[src/rtl/hazard_pkg.sv]
// Shared types and constants for the pipeline hazard controller.
package hazard_pkg;

    localparam int unsigned STATE_W         = 2;
    localparam int unsigned REG_ZERO        = 0;
    localparam int unsigned MEM_TIMEOUT_DEF = 16;
    localparam int unsigned PERF_W          = 32;

    typedef enum logic [STATE_W-1:0] {
        RUN      = 2'd0,
        MEM_WAIT = 2'd1,
        HALT     = 2'd2
    } state_e;

    // Pipeline control bundle driven to the stage registers
    typedef struct packed {
        logic pc_en;
        logic if_id_en;
        logic id_ex_en;
        logic ex_mem_en;
        logic if_id_flush;
        logic id_ex_flush;
        logic mem_wb_bubble;
    } ctl_t;

    localparam ctl_t CTL_RUN      = ctl_t'(7'b1111_000);
    localparam ctl_t CTL_REDIRECT = ctl_t'(7'b1111_110);
    localparam ctl_t CTL_LOAD_USE = ctl_t'(7'b0011_010);
    localparam ctl_t CTL_FREEZE   = ctl_t'(7'b0000_001);
    localparam ctl_t CTL_RESET    = ctl_t'(7'b0000_111);

endpackage

[src/rtl/hazard_perf_ctr.sv]
// Stall / flush performance counters, free-running and wrapping at 2^PERF_W.
module hazard_perf_ctr
    import hazard_pkg::*;
(
    input  logic              clk,
    input  logic              rst_n,
    input  logic              i_stall_inc,
    input  logic              i_flush_inc,
    output logic [PERF_W-1:0] o_stall_cnt,
    output logic [PERF_W-1:0] o_flush_cnt
);

    logic [PERF_W-1:0] r_stall_cnt;
    logic [PERF_W-1:0] r_flush_cnt;

    always_ff @(posedge clk or negedge rst_n) begin
        if (!rst_n) begin
            r_stall_cnt <= '0;
            r_flush_cnt <= '0;
        end else begin
            if (i_stall_inc) r_stall_cnt <= r_stall_cnt + PERF_W'(1);
            if (i_flush_inc) r_flush_cnt <= r_flush_cnt + PERF_W'(1);
        end
    end

    assign o_stall_cnt = r_stall_cnt;
    assign o_flush_cnt = r_flush_cnt;

endmodule

[src/rtl/hazard_ctrl.sv]
// 5-stage pipeline sequencing: freeze on memory wait, redirect flush, load-use stall, timeout halt.
// Performance counters are built only when HAZARD_CTRL_PERF_EN is defined.
module hazard_ctrl
    import hazard_pkg::*;
#(
    parameter int unsigned MEM_TIMEOUT = MEM_TIMEOUT_DEF,
    parameter int unsigned REG_AW      = 5
) (
    input  logic              clk,
    input  logic              rst_n,
    input  logic [REG_AW-1:0] id_rs1,
    input  logic [REG_AW-1:0] id_rs2,
    input  logic              id_use_rs1,
    input  logic              id_use_rs2,
    input  logic [REG_AW-1:0] ex_rd,
    input  logic              ex_mem_read,
    input  logic              ex_redirect,
    input  logic              mem_req,
    input  logic              mem_ready,
    output logic              pc_en,
    output logic              if_id_en,
    output logic              id_ex_en,
    output logic              ex_mem_en,
    output logic              if_id_flush,
    output logic              id_ex_flush,
    output logic              mem_wb_bubble,
    output logic              halt,
    output logic [PERF_W-1:0] stall_cnt,
    output logic [PERF_W-1:0] flush_cnt
);

    localparam int unsigned CNT_W = $clog2(MEM_TIMEOUT + 1);

    state_e           r_state;
    state_e           w_state_nxt;
    logic [CNT_W-1:0] r_wait_cnt;
    logic [CNT_W-1:0] w_wait_cnt_nxt;
    logic [CNT_W-1:0] w_cnt_inc;
    logic             w_freeze;
    logic             w_load_use;
    logic             w_timeout;
    logic             w_halt;
    ctl_t             w_ctl;

    // Load-use only matters when the load actually writes a real register
    assign w_load_use = ex_mem_read && (ex_rd != REG_AW'(REG_ZERO)) &&
                        ((id_use_rs1 && (id_rs1 == ex_rd)) ||
                         (id_use_rs2 && (id_rs2 == ex_rd)));

    assign w_freeze  = mem_req && !mem_ready;
    assign w_cnt_inc = (r_wait_cnt == CNT_W'(MEM_TIMEOUT)) ? r_wait_cnt
                                                           : r_wait_cnt + CNT_W'(1);
    assign w_timeout = (w_cnt_inc == CNT_W'(MEM_TIMEOUT));

    always_ff @(posedge clk or negedge rst_n) begin
        if (!rst_n) begin
            r_state    <= RUN;
            r_wait_cnt <= '0;
        end else begin
            r_state    <= w_state_nxt;
            r_wait_cnt <= w_wait_cnt_nxt;
        end
    end

    // Next state and control outputs; priority freeze > redirect > load-use > run
    always_comb begin
        w_state_nxt    = r_state;
        w_wait_cnt_nxt = r_wait_cnt;
        w_ctl          = CTL_RUN;
        w_halt         = 1'b0;
        case (r_state)
            RUN, MEM_WAIT: begin
                if (w_freeze) begin
                    w_ctl          = CTL_FREEZE;
                    w_wait_cnt_nxt = w_cnt_inc;
                    w_state_nxt    = w_timeout ? HALT : MEM_WAIT;
                end else begin
                    w_state_nxt    = RUN;
                    w_wait_cnt_nxt = '0;
                    if (ex_redirect) begin
                        w_ctl = CTL_REDIRECT;
                    end else if (w_load_use) begin
                        w_ctl = CTL_LOAD_USE;
                    end
                end
            end
            HALT: begin
                w_ctl  = CTL_FREEZE;
                w_halt = 1'b1;
            end
            default: begin
                w_state_nxt    = RUN;
                w_wait_cnt_nxt = '0;
            end
        endcase
        // Hold the pipe cleared for as long as reset is asserted
        if (!rst_n) begin
            w_ctl  = CTL_RESET;
            w_halt = 1'b0;
        end
    end

    assign pc_en         = w_ctl.pc_en;
    assign if_id_en      = w_ctl.if_id_en;
    assign id_ex_en      = w_ctl.id_ex_en;
    assign ex_mem_en     = w_ctl.ex_mem_en;
    assign if_id_flush   = w_ctl.if_id_flush;
    assign id_ex_flush   = w_ctl.id_ex_flush;
    assign mem_wb_bubble = w_ctl.mem_wb_bubble;
    assign halt          = w_halt;

`ifdef HAZARD_CTRL_PERF_EN
    logic w_stall_inc;
    logic w_flush_inc;

    // A redirect is the only action that flushes while the PC still advances
    assign w_stall_inc = !w_ctl.pc_en;
    assign w_flush_inc = w_ctl.if_id_flush && w_ctl.pc_en;

    hazard_perf_ctr u_perf (
        .clk         (clk),
        .rst_n       (rst_n),
        .i_stall_inc (w_stall_inc),
        .i_flush_inc (w_flush_inc),
        .o_stall_cnt (stall_cnt),
        .o_flush_cnt (flush_cnt)
    );
`else
    assign stall_cnt = '0;
    assign flush_cnt = '0;
`endif

endmodule
[config.mk]
export PLATFORM = sky130hd
export DESIGN_NAME = hazard_ctrl
export DESIGN_NICKNAME = d
export VERILOG_FILES = /design/src/rtl/hazard_pkg.sv /design/src/rtl/hazard_perf_ctr.sv /design/src/rtl/hazard_ctrl.sv
export SDC_FILE = /design/constraint.sdc
export NUM_CORES = 1
export LEC_CHECK = 0
export ABC_CLOCK_PERIOD_IN_PS = 1560
export BUFFER_PORTS_ARGS = -buffer_cell sky130_fd_sc_hd__buf_2
export CAP_MARGIN = 20
export CORE_MARGIN = 2
export CORE_UTILIZATION = 25
export CTS_CLUSTER_SIZE = 30
export DETAILED_ROUTE_END_ITERATION = 8
export MAX_ROUTING_LAYER = met4
export PLACE_DENSITY = 0.64
export SYNTH_ARGS = -nofsm -noshare
export SYNTH_HDL_FRONTEND = slang
export SYNTH_SLANG_ARGS = --single-unit
[constraint.sdc]
create_clock -name clk -period 1.56 [get_ports clk]
set_input_delay 0.078 -clock clk [delete_from_list [all_inputs] [get_ports clk]]
set_output_delay 0.078 -clock clk [all_outputs]
set_load 0.05 [all_outputs]
==> key figures <==
STA
  – Fmax: 636 MHz
  – Hold_ws: slightly above 0.3 ns
  – Minimum clock period: 1.57 ns
  – Period utilization: 1.01
  – Worst Skew: ~0.0047 ns
  – RSZ-0062 raised after global routing: yes
  – Final WS setup: -0.0131 ns
  – Slew Limit Fails: 0
  – Final setup fails: 2
  – Final hold violations: 0

Setup path
  – WP data arrival: ~1.5 ns
  – Crit-path cells: buf_2 -> xor2_1 -> nor4_2 -> a32oi_1 -> o41a_4 -> buf_8
  – CP max stage delay: ~0.48 ns
  – CP delay by family, top: compound AO/OA/AOI/OAI gates
  – Startpoint class of the critical path: primary input
  – Crit path kind: in2out
  – Crit path required time: ~1.5 ns
  – CP bufs+invs: 2
  – CP Max Fanout: 3
  – CP max-delay cell: o41a_4
  – Worst setup EP type: output port

Route
  – Vias: 819
  – Vias per inst: between 3 and 4
  – Iteration-0 DRC count of the detailed router: 27
  – Antenna-violating nets left: 0
  – Final wirelength: slightly below 2 mm
  – Drt pass-1 iters: 4
  – DRC Markers: 0
  – Avg WL per Cell: ~8.6 µm

Clocking
  – Clock root buffer: clkbuf_8
  – H-tree Lvls: 1
  – Clk_lat worst skew: 0.23 ns
  – Max clock buf depth: 2
  – Worst-path clk slew: 0.04 ns
  – CTS tree: yes
  – Total clock sinks: 7
  – CTS Buf Count: 3

Final layout
  – Nets: 203
  – Commonest non-fill, non-tap cell in the layout: conb_1
  – Most frequent cells in the layout: 64 x conb_1, 27 x buf_2, 13 x buf_4
  – Fin cells: ~230
  – Fraction of layout cells with a size suffix above 1: 0.316
  – Final core occ: 0.295
  – Area Growth Syn to Fin: 15.4%
  – Post-route cell area: between 0.001 and 0.0015 mm²
  – N_diodes: 0

Placement
  – Post-DP Area: between 0.001 and 0.0015 mm²
  – Pre-CTS setup slack: -0.0308 ns
  – DP HPWL: 1.67 mm
  – Placed Cells incl. Taps: 220
  – Number of port buffers: 30
  – Routability cong.: around 0.9

GRT
  – Grt ovf: 0
  – Gr usage total: 0.0755
  – Largest net degree at the start of global routing: 11
  – First-pass GRT wire length: roughly 2.9 mm
  – Antenna violations before repair: 0
  – Vias in the first global route: between 600 and 700

Synthesis
  – Sequential area share after synthesis: 0.159
  – Avg Inst Size Synth: slightly above 8 µm²
  – Ys Warns: 0
  – #FFs+latches synth: 7
  – Synthesized instance count: roughly 130
  – Top cells by area, synth: buf_4 45%, dfrtp_1 16%, xor2_1 8.0%
  – Yosys top cell by area: buf_4
  – Synth cell types: 32
  – Post-Syn Area: between 0.001 and 0.0015 mm²
  – Synth top area share: 0.451

Outcome
  – Failing checks: negative setup slack
  – Status: finished, violations left

Power
  – Worst vdd ir: 172 µV
  – PD cells: around 700 mW/mm²
  – Leak Pwr: about 0.00064 µW

Floorplan
  – Chip Width: 70.3 µm
  – Die area: a little under 0.005 mm²
  – I/O pin cnt: 95
  – Initial Utilization: 0.256
  – Core area: about 0.0043 mm²
  – Std-Cell Rows: 24
  – Die Y: 70.3 µm

Min path
  – HP Class: in2reg

Run
  – Max-cap viol count: 0
==> logic make-up (layout without fill, tap and decap cells) <==
kind of cell               Yosys count  count (layout)  synth area share
DFF                                  7               7             0.159
adders and majority gates            2               2            0.0228
other                                1              64           0.00341
and+or+nand+nor                     25              25             0.136
xor gates and xnor gates            13              13             0.104
buffers and inverters               70              50             0.472
AOI/OAI and AO/OA                   16              16             0.104
==> power by group <==
| part | total, µW | internal [µW] | switching (µW) |
|---|---|---|---|
| registers | 185 | 184 | 1.19 |
| logic | 451 | 53.1 | 398 |
| clock network | 258 | 177 | 80.9 |
==> path summary, 6_finish.rpt <==
| check | from | endpoint | slack, ns | cells after the start |
|---|---|---|---|---|
| setup / recovery | ex_rd[2] | if_id_en | -0.01 | 6 |
| hold / removal | mem_ready | r_state[1] | 0.31 | 4 |
| setup reg to reg | r_wait_cnt[0] | r_state[0] | 0.08 | 6 |
| hold reg to reg | r_wait_cnt[4] | r_wait_cnt[4] | 0.55 | 2 |
| max in group asynchronous | rst_n | r_wait_cnt[4] | 1.06 | 3 |
| min in group asynchronous | rst_n | r_state[1] | 0.37 | 3 |
==> through the flow <==
step           total power [µW]  TNS, ns
6_report                    894  -0.0250
3_3_place_gp                628        0
5_1_grt                     939   -0.168
4_1_cts                     897  -0.0808
3_5_place_dp                630  -0.0608
2_1_floorplan               697   -0.546
==> registers in the layout, indices dropped and copies added (netlist names) <==
register    count
r_state         2
r_wait_cnt      5
==> area by class of cell <==
| cell class | count | area [µm²] |
|---|---|---|
| fill | 474 | 3030 |
| clock buffer | 4 | 45.0 |
| timing repair buffer | 43 | 273 |
| sequential | 7 | 175 |
| tap | 52 | 65.1 |
| multi-input combinational | 120 | 694 |
| inverter | 3 | 15.0 |
==> synth_stat cells (all sizes together) <==
cell type  count
and2           2
o21ai          7
xor2          10
or3            1
nor2           2
nor3           1
inv            3
xnor2          3
nor2b          1
ha             2
nand3b         1
dfrtp          7
a211o          1
o211ai         1
conb           1
nor4           2
and4bb         1
or3b           1
a32oi          2
o41a           1
o311ai         1
nand2b         3
a21oi          1
buf           67
o31ai          1
o21a           1
nand3          3
nand2          6
or4            1
==> layer usage <==
layer / global-route usage / share of wire / wire, µm / vias to the layer above
met4: 0.0406 / 0.015 / 29 / 0
met3: 0.0346 / 0.11 / 216 / 5
met5: - / 0 / 0 / -
met2: 0.126 / 0.52 / 1030 / 52
met1: 0.0726 / 0.36 / 703 / 365
li1: - / - / - / 397
==> worst register-to-register path, delay by kind of cell, from the launching register on <==
| family | cells | cell delay [ns] |
|---|---|---|
| AO/OA/AOI/OAI | 2 | 0.44 |
| AND/OR/NAND/NOR | 2 | 0.25 |
| flip-flops | 1 | 0.39 |
| buffers and inverters | 1 | 0.13 |
| adder cells (fa/ha/maj) | 1 | 0.15 |
==> what timing repair did <==
action,in CTS,in global routing
pin swaps,1,2
gates resized for setup,5,7
endpoints found under the setup margin,3,7
hold buffers,1,0
buffers inserted,1,3
endpoints found under the hold margin,7,0
Note: power is estimated with default switching activity, not from simulation.
